<file path="config.mk">
export PLATFORM = sky130hd
export DESIGN_NAME = fetch_unit
export DESIGN_NICKNAME = d
export VERILOG_FILES = /design/src/rtl/fetch_unit.sv
export SDC_FILE = /design/constraint.sdc
export NUM_CORES = 1
export LEC_CHECK = 0
export ABC_CLOCK_PERIOD_IN_PS = 8300
export CAP_MARGIN = 20
export CORE_MARGIN = 1.5
export CORE_UTILIZATION = 40
export DETAILED_ROUTE_END_ITERATION = 6
export GPL_TIMING_DRIVEN = 0
export PLACE_DENSITY = 0.67
export SLEW_MARGIN = 25
export SYNTH_ARGS = -nofsm -noshare
export SYNTH_HDL_FRONTEND = slang
export SYNTH_SLANG_ARGS = --single-unit
</file>
<file path="constraint.sdc">
create_clock -name clk -period 8.3 [get_ports clk]
set_clock_uncertainty 0.15 [all_clocks]
set_input_delay 0.83 -clock clk [delete_from_list [all_inputs] [get_ports clk]]
set_output_delay 0.83 -clock clk [all_outputs]
set_load 0.02 [all_outputs]
</file>
<file path="src/rtl/fetch_unit.sv">
// fetch_unit
// Instruction fetch stage of the single-cycle RISC-V core. It owns the program
// counter and fetches one instruction word at a time from instruction memory
// over a req/rvalid handshake. Each word is presented to decode with a
// valid/ready handshake. The branch decision and offset that come back on that
// handshake select the next PC. A misaligned next PC parks the unit in a
// terminal FAULT state until reset.
//
// Ports:
//   clk            core clock, all state updates on the rising edge
//   rst_n          asynchronous active-low reset
//   mem_req_o      instruction memory request (exactly one outstanding)
//   mem_addr_o     fetch address, valid while mem_req_o=1
//   mem_rvalid_i   memory response valid
//   mem_rdata_i    instruction word, valid with mem_rvalid_i
//   instr_o        instruction presented to decode
//   pc_o           address of instr_o
//   instr_valid_o  instr_o/pc_o valid
//   decode_ready_i decode accepts instr_o this cycle
//   branch_i       PCsrc for the presented instruction, used only on handshake
//   imm_i          sign-extended branch offset, used only on handshake
//   fault_o        sticky misaligned-target flag

module fetch_unit #(
    parameter int                    DATA_WIDTH = 32,
    parameter int                    ADDR_WIDTH = 32,
    parameter logic [ADDR_WIDTH-1:0] RESET_PC   = '0
) (
    input  logic                  clk,
    input  logic                  rst_n,
    output logic                  mem_req_o,
    output logic [ADDR_WIDTH-1:0] mem_addr_o,
    input  logic                  mem_rvalid_i,
    input  logic [DATA_WIDTH-1:0] mem_rdata_i,
    output logic [DATA_WIDTH-1:0] instr_o,
    output logic [ADDR_WIDTH-1:0] pc_o,
    output logic                  instr_valid_o,
    input  logic                  decode_ready_i,
    input  logic                  branch_i,
    input  logic [DATA_WIDTH-1:0] imm_i,
    output logic                  fault_o
);

    typedef enum logic [1:0] {
        IDLE,
        FETCH,
        HOLD,
        FAULT
    } state_t;

    state_t                state;
    state_t                state_next;
    logic [ADDR_WIDTH-1:0] fetch_pc;
    logic [ADDR_WIDTH-1:0] imm_addr;
    logic [ADDR_WIDTH-1:0] next_pc;
    logic                  handshake;
    logic                  capture;
    logic                  misaligned;

    // Next-PC arithmetic wraps modulo 2^ADDR_WIDTH on purpose. The offset
    // is used at address width.
    always_comb begin
        imm_addr   = ADDR_WIDTH'(imm_i);
        next_pc    = branch_i ? (pc_o + imm_addr) : (pc_o + ADDR_WIDTH'(4));
        misaligned = |next_pc[1:0];
        handshake  = (state == HOLD) && instr_valid_o && decode_ready_i;
        // A response only counts once the request is actually on the bus.
        // This keeps the bubble cycle in FETCH and every other state deaf
        // to rvalid.
        capture    = (state == FETCH) && mem_req_o && mem_rvalid_i;
    end

    // State register
    always_ff @(posedge clk or negedge rst_n) begin
        if (!rst_n) begin
            state <= IDLE;
        end else begin
            state <= state_next;
        end
    end

    // Next-state logic
    always_comb begin
        state_next = state;
        case (state)
            IDLE:    state_next = FETCH;
            FETCH:   if (capture) state_next = HOLD;
            HOLD:    if (handshake) state_next = misaligned ? FAULT : FETCH;
            FAULT:   state_next = FAULT;
            default: state_next = IDLE;
        endcase
    end

    // Datapath. On entry to FETCH, the request is raised one edge later.
    // That gives the single bubble cycle after each handshake and the
    // two-edge delay after reset release.
    always_ff @(posedge clk or negedge rst_n) begin
        if (!rst_n) begin
            fetch_pc      <= RESET_PC;
            mem_req_o     <= 1'b0;
            mem_addr_o    <= '0;
            instr_o       <= '0;
            pc_o          <= '0;
            instr_valid_o <= 1'b0;
            fault_o       <= 1'b0;
        end else begin
            case (state)
                FETCH: begin
                    if (!mem_req_o) begin
                        mem_req_o  <= 1'b1;
                        mem_addr_o <= fetch_pc;
                    end else if (capture) begin
                        instr_o       <= mem_rdata_i;
                        pc_o          <= fetch_pc;
                        instr_valid_o <= 1'b1;
                        mem_req_o     <= 1'b0;
                    end
                end
                HOLD: begin
                    if (handshake) begin
                        instr_valid_o <= 1'b0;
                        if (misaligned) begin
                            fault_o <= 1'b1;
                        end else begin
                            fetch_pc <= next_pc;
                        end
                    end
                end
                default: begin
                    mem_req_o <= 1'b0;
                end
            endcase
        end
    end

endmodule

</file>
==> metrics.md, run 1 <==
| Metric | Value |
|---|---|
| Critical Setup Path Class | primary input to flip-flop |
| Sequential Area | between 3000 and 4000 um2 |
| Count of final hold-check violations | 0 |
| Synthesized flop and latch total | 133 |
| Initial detailed-routing violation count | about 340 |
| Cell area reported after detailed placement | approximately 9400 um2 |
| Number of distinct standard cells referenced by the synthesized netlist | 67 |
| Setup crit end kind | flip-flop |
| Total length of routed met2 wires | 9438 um |
| FP Rows | 49 |
| I/O pin count | 168 |
| Congestion Overflow GR | 0 |
| First-pass GRT wire length | 34190 um |
| DR WL/cell | between 15 and 20 um |
| Root Driver | clkbuf_16 |
| Accumulated negative setup slack | 0 ns |
| Post-synthesis compound-gate area fraction | 0.1402 |
| Synthesized-area fraction occupied by xor and xnor cells | 0.05453 |
| Maximum number of pins on one net before global-route repair | 91 |
| Dominant cell type by area after synthesis | dfrtp_1 |
| Count of pins over their slew limit | 0 |
| Worst Path Arrival | slightly above 4 ns |
| Length of routed met3 wiring | around 1800 um |
| Global placer's final weighted congestion | a little under 1 |
| Fraction of synthesized cell area taken by the top area cell type | 0.4505 |
| Leading post-synthesis cells by cell area | dfrtp_1 (45%), nand2_1 (12%), ha_1 (5.4%), mux2_2 (5.2%), a21oi_1 (3.5%) |
| CTS Buf Count | 17 |
| Synth Net Count | ~900 |
| Max cap viols | 0 |
| Final net count | roughly 1100 |
| Simple-Gate Fraction of Synth Area | 0.2198 |
| Initial antenna violation count | 0 |
| Required time of the worst setup path | 8.48 ns |
| Outcome | finished clean |
| Die area | 19290 um2 |
| Clock-pin slew of the registers on the worst-case setup and hold paths | 0.05 ns |
| CTS Hold Buffers Added | 0 |
| Portion of netlist area occupied by mux cells | 0.05859 |
| Power Dens Cells | between 300 and 400 nW/um2 |
| Area of the multi-input gates | just under 4000 um2 |
| Proportion of layout cells with a drive suffix above 1 | 0.08016 |
| Standby leakage power | about 4.8 nW |
| Height of the die | 138.9 um |
| H-tree depth | 4 |
| Final-layout worst hold slack | about 0.14 ns |
| Number of I/O port buffers | around 170 |
| Main combinational cell family by area after synthesis | simple AND/OR/NAND/NOR gates |
| Combined global-route utilization of all metal layers | 0.2247 |
| Cts repair resizes | 0 |
| Minimum clock period after layout | between 3 and 4 ns |
| Post-Place Worst Slack | between 3 and 4 ns |
| CTS Buffer Depth | 2 |
| Core Footprint | approximately 18000 um2 |
| Largest driver fanout on the critical path | 10 |
| Sink Count | 133 |
| Final wirelength | between 20000 and 25000 um |
| Worst rel slew slack | 0.4663 |
| Top_reg_cell synth | dfrtp_1 |
| Detailed-route via count | around 6600 |
| DP Wirelength | 15230 um |
| Sequential area share after synthesis | 0.4505 |
| Number of failing setup endpoints in the final timing report | 0 |
| Leading cell types in the layout, fill and taps excluded | nand2_1 (244), clkdlybuf4s50_1 (166), dfrtp_1 (133) |
| Number of flops mapped to enable cells by yosys | 0 |
| Final critical-path share of the clock period | 0.4794 |
| Max VDD drop | 0.1894 mV |
| Antenna cell count | 0 |
| Path type of the worst min-delay path | primary input to async pin |
| Fraction of the mapped netlist area in adder cells | 0.05690 |
| Die Span X | between 100 and 150 um |
| Max frequency | around 250 MHz |
| Vias in the first global route | 6483 |
| Cell count after synthesis | about 830 |
| Post-synthesis async set-or-reset flop share | 1.000 |
| Iteration count of the initial detailed-routing pass | 5 |
| Clk_lat worst skew | between 0.4 and 0.5 ns |
| Initial Utilization | 0.4099 |
| Measured slew at the worst slew-check pin | between 0.8 and 0.9 ns |
| Leading cell type in the layout, fill and taps excluded | nand2_1 |
| Number of warnings issued by yosys | 0 |
| Uppermost layer routed | met4 |
| Fillers | between 1500 and 2000 |
| DRC violation count after routing | 0 |
| Synthesized area divided by synthesized cell count | roughly 9 um2 |
| Crit path setup slack, layout | 4.321 ns |
| Routed met1 length | about 9500 um |
| Final Instance Area | 9986 um2 |
| Netlist Area Pre-Place | 7388 um2 |
| Buffers inserted during post-CTS setup optimization | 0 |
| Growth of design area from synthesis to finish | 35.16% |
| Mean number of vias per cell | between 5 and 6 |
| Launching element type of the critical path | primary input |
| RSZ-0062 raised after global routing | no |
| Clock tree from TritonCTS | yes |
| Number of nets with antenna violations after detailed routing | 0 |
-- per-stage QoR --
stage | power [mW] | cells | utilization
after floorplan | 2.170 | 825 | -
after global placement | 2.842 | 1221 | 0.5185
after detailed placement | 2.863 | 1222 | 0.5203
after CTS | 3.665 | 1252 | 0.5540
after global routing | 3.889 | 1252 | 0.5540
final | 3.640 | 1252 | 0.5540
-- layer usage --
metal	GRT usage	vias up
met5	0	-
met4	0.08553	0
met3	0.07113	39
met2	0.3392	244
met1	0.3024	3106
li1	-	3218
-- state kept, by name, indices dropped and copies added, names as in the netlist --
name / count
fault_o: 1
mem_req_o: 1
instr_valid_o: 1
instr_o: 32
pc_o: 32
state: 2
mem_addr_o: 32
fetch_pc: 32
-- report_power, final --
part           switching [mW]  total (mW)  internal (mW)
clock network           0.283       0.782          0.499
registers               0.238        1.13          0.896
logic                   0.915        1.72          0.810
-- worst paths after layout --
check / startpoint / endpoint / slack (ns) / cells after the start
min: rst_n / mem_addr_o[14]$_DFFE_PN0P_ / 0.14 / 1
max: imm_i[0] / fetch_pc[3]$_DFFE_PN0P_ / 4.32 / 11
max reg2reg: pc_o[0]$_DFFE_PN0P_ / fetch_pc[3]$_DFFE_PN0P_ / 4.72 / 10
max in group asynchronous: rst_n / fetch_pc[2]$_DFFE_PN0P_ / 7.09 / 2
min in group clk: instr_o[28]$_DFFE_PN0P_ / instr_o[28]$_DFFE_PN0P_ / 0.32 / 2
min reg2reg: instr_o[28]$_DFFE_PN0P_ / instr_o[28]$_DFFE_PN0P_ / 0.32 / 2
-- critical path: stages --
cell and delay (ns):
clkdlybuf4s50_1 0.43, ha_1 0.23, fa_1 0.50, nor2_1 0.04, a21oi_1 0.34, or2_1 0.16, clkbuf_1 0.30, clkbuf_1 0.57
buf_1 0.50, nand2_1 0.13, o21ai_0 0.11
-- cell type report --
class / count / area share
multi-input cells: 654 / 0.3922
plain buffers: 32 / 0.01215
repair buffers: 168 / 0.1707
well taps: 229 / 0.02869
inverters: 6 / 0.002255
clock inverters: 9 / 0.01266
flip-flops and latches: 133 / 0.3333
clock buffers: 21 / 0.04811
-- synthesized netlist by cell type, types with 2 or more instances --
| master | count |
|---|---|
| a211oi_1 | 5 |
| a21boi_0 | 2 |
| a21o_1 | 23 |
| a21oi_1 | 52 |
| a22o_1 | 2 |
| a22oi_1 | 5 |
| a31o_1 | 3 |
| a31oi_1 | 2 |
| and2_1 | 6 |
| and3_1 | 12 |
| and4_1 | 2 |
| buf_1 | 10 |
| clkbuf_1 | 21 |
| dfrtp_1 | 133 |
| ha_1 | 32 |
| inv_1 | 6 |
| mux2_2 | 34 |
| mux2i_1 | 5 |
| nand2_1 | 244 |
| nand2b_1 | 4 |
| nand3_1 | 14 |
| nand4_1 | 8 |
| nand4b_1 | 2 |
| nor2_1 | 48 |
| nor2b_1 | 4 |
| nor3_1 | 9 |
| nor3_2 | 2 |
| o211ai_1 | 3 |
| o21a_1 | 3 |
| o21ai_0 | 29 |
| o21ai_1 | 10 |
| o21bai_1 | 4 |
| o31ai_1 | 3 |
| or2_2 | 2 |
| or3_1 | 5 |
| xnor2_1 | 20 |
| xor2_1 | 26 |
-- logic make-up (layout without fill, tap and decap cells) --
group,after synthesis,after routing
fa+ha+maj,33,33
flops,133,133
buf+inv,38,236
mux,39,39
xor+xnor,46,46
simple gates,374,374
compound gates,162,162
Power figures use the tool's default switching activity.
==> run 2: changes to the inputs <==
--- a/config.mk
+++ b/config.mk
@@ -5,13 +5,13 @@
 export SDC_FILE = /design/constraint.sdc
 export NUM_CORES = 1
 export LEC_CHECK = 0
-export ABC_CLOCK_PERIOD_IN_PS = 8300
+export ABC_CLOCK_PERIOD_IN_PS = 3400
 export CAP_MARGIN = 20
 export CORE_MARGIN = 1.5
 export CORE_UTILIZATION = 40
 export DETAILED_ROUTE_END_ITERATION = 6
 export GPL_TIMING_DRIVEN = 0
-export PLACE_DENSITY = 0.67
+export PLACE_DENSITY = 0.7
 export SLEW_MARGIN = 25
 export SYNTH_ARGS = -nofsm -noshare
 export SYNTH_HDL_FRONTEND = slang
==> constraint.sdc (replaced) <==
create_clock -name clk -period 3.4 [get_ports clk]
set_clock_uncertainty 0.15 [all_clocks]
set_input_delay 0.34 -clock clk [delete_from_list [all_inputs] [get_ports clk]]
set_output_delay 0.34 -clock clk [all_outputs]
set_load 0.02 [all_outputs]
==> run 2 against run 1 <==
  * Register-to-register slack worse by 4.5 ns
  * First-iteration DRC count up 33%
  * Sequential power grew 150%
  * Sequential cell count unchanged
  * Non-clock buffer count rose by 1
  * Critical path depth is 1 lower
  * Final cell count increased by 0.24%
  * Hold slack improved by 0.15 ns
  * Routed wire length is 0.53% higher
  * Total power increased by 150%
  * Global-route usage is 0.40 points higher
==> metrics.md, run 2 (synthesis results as in run 1) <==
| Metric | Value |
|---|---|
| DR WL/cell | 16.99 um |
| Sw frac | 0.3937 |
| End of the worst register-to-register path | fetch_pc[26]$_DFFE_PN0P_ |
| Max frequency | between 300 and 400 MHz |
| Largest driver fanout on the critical path | 4 |
| Vias in the first global route | 6623 |
| Minimum clock period after layout | 3.172 ns |
| Critical register-to-register path startpoint | pc_o[0]$_DFFE_PN0P_ |
| Final wirelength | between 20000 and 25000 um |
| Power Dens Cells | between 800 and 900 nW/um2 |
| Measured slew at the worst slew-check pin | between 0.8 and 0.9 ns |
| Maximum number of pins on one net before global-route repair | 85 |
| Leading cell type in the layout, fill and taps excluded | nand2_1 |
| Switching pwr | approximately 3.5 mW |
| Combined global-route utilization of all metal layers | 0.2286 |
| Clock power share | 0.222 |
| Initial Utilization | 0.4099 |
| Fraction of power consumed by sequential logic | 0.308 |
| FP Rows | just under 50 |
| Count of final hold-check violations | 0 |
| Mean number of vias per cell | about 5.3 |
| Worst Hold End | instr_o[23]$_DFFE_PN0P_ |
| Standby leakage power | roughly 4.8 nW |
| Final net count | approximately 1100 |
| Post-Place Worst Slack | -0.5260 ns |
| Die Span X | between 100 and 150 um |
| Core Footprint | ~18000 um2 |
| Sink Count | 133 |
| Root Driver | clkbuf_16 |
| Max VDD drop | ~0.4 mV |
| I/O pin count | 168 |
| Setup slack on the worst flop-to-flop path | roughly 0.23 ns |
| Initial antenna violation count | 0 |
| Number of failing setup endpoints in the final timing report | 0 |
| Internal power | 5.454 mW |
| Worst rel slew slack | 0.4537 |
| Cells on worst reg2reg path | 10 |
| Required time of the worst setup path | between 3 and 4 ns |
| Outcome | finished clean |
| DRC violation count after routing | 0 |
| Antenna cell count | 0 |
| Height of the die | between 100 and 150 um |
| Path type of the worst min-delay path | primary input to flip-flop |
| Launching element type of the critical path | flip-flop |
| Global placer's final weighted congestion | roughly 0.95 |
| Crit path setup slack, layout | 0.2280 ns |
| Clk_lat worst skew | 0.42 ns |
| Initial detailed-routing violation count | roughly 450 |
| Clock-pin slew of the registers on the worst-case setup and hold paths | around 0.060 ns |
| Worst hold stages | 3 |
| Buffers inserted during post-CTS setup optimization | 0 |
| Clock tree from TritonCTS | yes |
| Launch instance of the worst min-delay path | mem_rdata_i[23] |
| H-tree depth | 4 |
| Iteration count of the initial detailed-routing pass | 5 |
| Detailed-route via count | around 6700 |
| Number of nets with antenna violations after detailed routing | 0 |
| Final critical-path share of the clock period | 0.9330 |
| CTS Buf Count | 17 |
| Congestion Overflow GR | 0 |
| CTS Buffer Depth | 2 |
| Critical Setup Path Class | flip-flop to flip-flop |
| Worst Path Arrival | roughly 3.3 ns |
| Proportion of layout cells with a drive suffix above 1 | 0.08480 |
| RSZ-0062 raised after global routing | no |
| Accumulated negative setup slack | 0 ns |
| Power, Total | roughly 9.0 mW |
| Combinational share of power | 0.470 |
| First-pass GRT wire length | roughly 35000 um |
| Growth of design area from synthesis to finish | 35.94% |
| Setup crit end kind | flip-flop |
| Count of pins over their slew limit | 0 |
| Leading cell types in the layout, fill and taps excluded | nand2_1 (244), clkdlybuf4s50_1 (166), dfrtp_1 (133) |
| Final Util | 0.5572 |
| Number of I/O port buffers | 167 |
| Max cap viols | 0 |
| Die area | 19290 um2 |
| DP Wirelength | around 15000 um |
[run 2: cell count changes in the layout (fill, tap and decap cells not counted)]
cell	before	now
clkbuf_2	0	3
clkinvlp_4	1	3
buf_1	10	8
clkbuf_8	4	3
clkinv_4	1	3
clkinv_2	4	1
dlygate4sd3_1	0	1
bufinv_16	3	4
o2111ai_2	0	1
o2111ai_1	1	0
[run 2: routing by layer]
metal	part of all wire	global-route usage
met4	0.031	0.09594
met3	0.078	0.06215
met2	0.44	0.3458
met5	0	0
met1	0.45	0.3101
[run 2: worst max path at each step]
stage / depth (start not counted) / startpoint / endpoint
2_1_floorplan: 10 / pc_o[0]$_DFFE_PN0P_ / fetch_pc[26]$_DFFE_PN0P_
3_3_place_gp: 1 / rst_n / instr_o[16]$_DFFE_PN0P_
3_5_place_dp: 10 / imm_i[0] / fetch_pc[25]$_DFFE_PN0P_
4_1_cts: 10 / pc_o[0]$_DFFE_PN0P_ / fetch_pc[31]$_DFFE_PN0P_
5_1_grt: 10 / pc_o[0]$_DFFE_PN0P_ / fetch_pc[17]$_DFFE_PN0P_
6_report: 10 / pc_o[0]$_DFFE_PN0P_ / fetch_pc[26]$_DFFE_PN0P_
[run 2: layout make-up]
cell class	count	area [um2]
multi-input cells	654	3923
well taps	229	286.5
flip-flops and latches	133	3328
inverters	6	22.52
repair buffers	169	1714
clock buffers	21	470.5
fillers	1659	7981
plain buffers	32	125.1
clock inverters	11	173.9
[run 2: through the flow]
step,std cells,hold slack [ns],instance area [um2]
floorplan,825,-0.1056,7388
global placement,1221,0.3063,9346
detailed placement,1222,0.2435,9379
CTS,1255,0.2813,10030
global route,1255,0.2858,10040
finish,1255,0.2926,10040
[run 2: repair_timing]
action                                  in CTS  in global routing
hold endpoints to repair                    83                  0
endpoints found under the setup margin      19                 21
hold buffers                                 1                  0
resized for setup                            1                  3
cloned                                       0                  0
[run 2: power by group through the flow]
stage          clock (mW)  combinational, mW  sequential (mW)
5_1_grt              2.10               4.63             2.88
6_report             2.00               4.23             2.77
2_1_floorplan           0               2.05             3.25
4_1_cts              2.02               4.24             2.77
3_3_place_gp            0               4.16             2.77
3_5_place_dp            0               4.22             2.78
[run 2: critical path: stages (launching register included)]
cell	delay, ns
dfrtp_1	0.42
ha_1	0.26
fa_1	0.42
a21oi_1	0.19
and4b_1	0.24
o2111ai_2	0.30
o211ai_2	0.18
nand4_1	0.18
a21oi_1	0.15
a311o_1	0.34
a31o_1	0.21
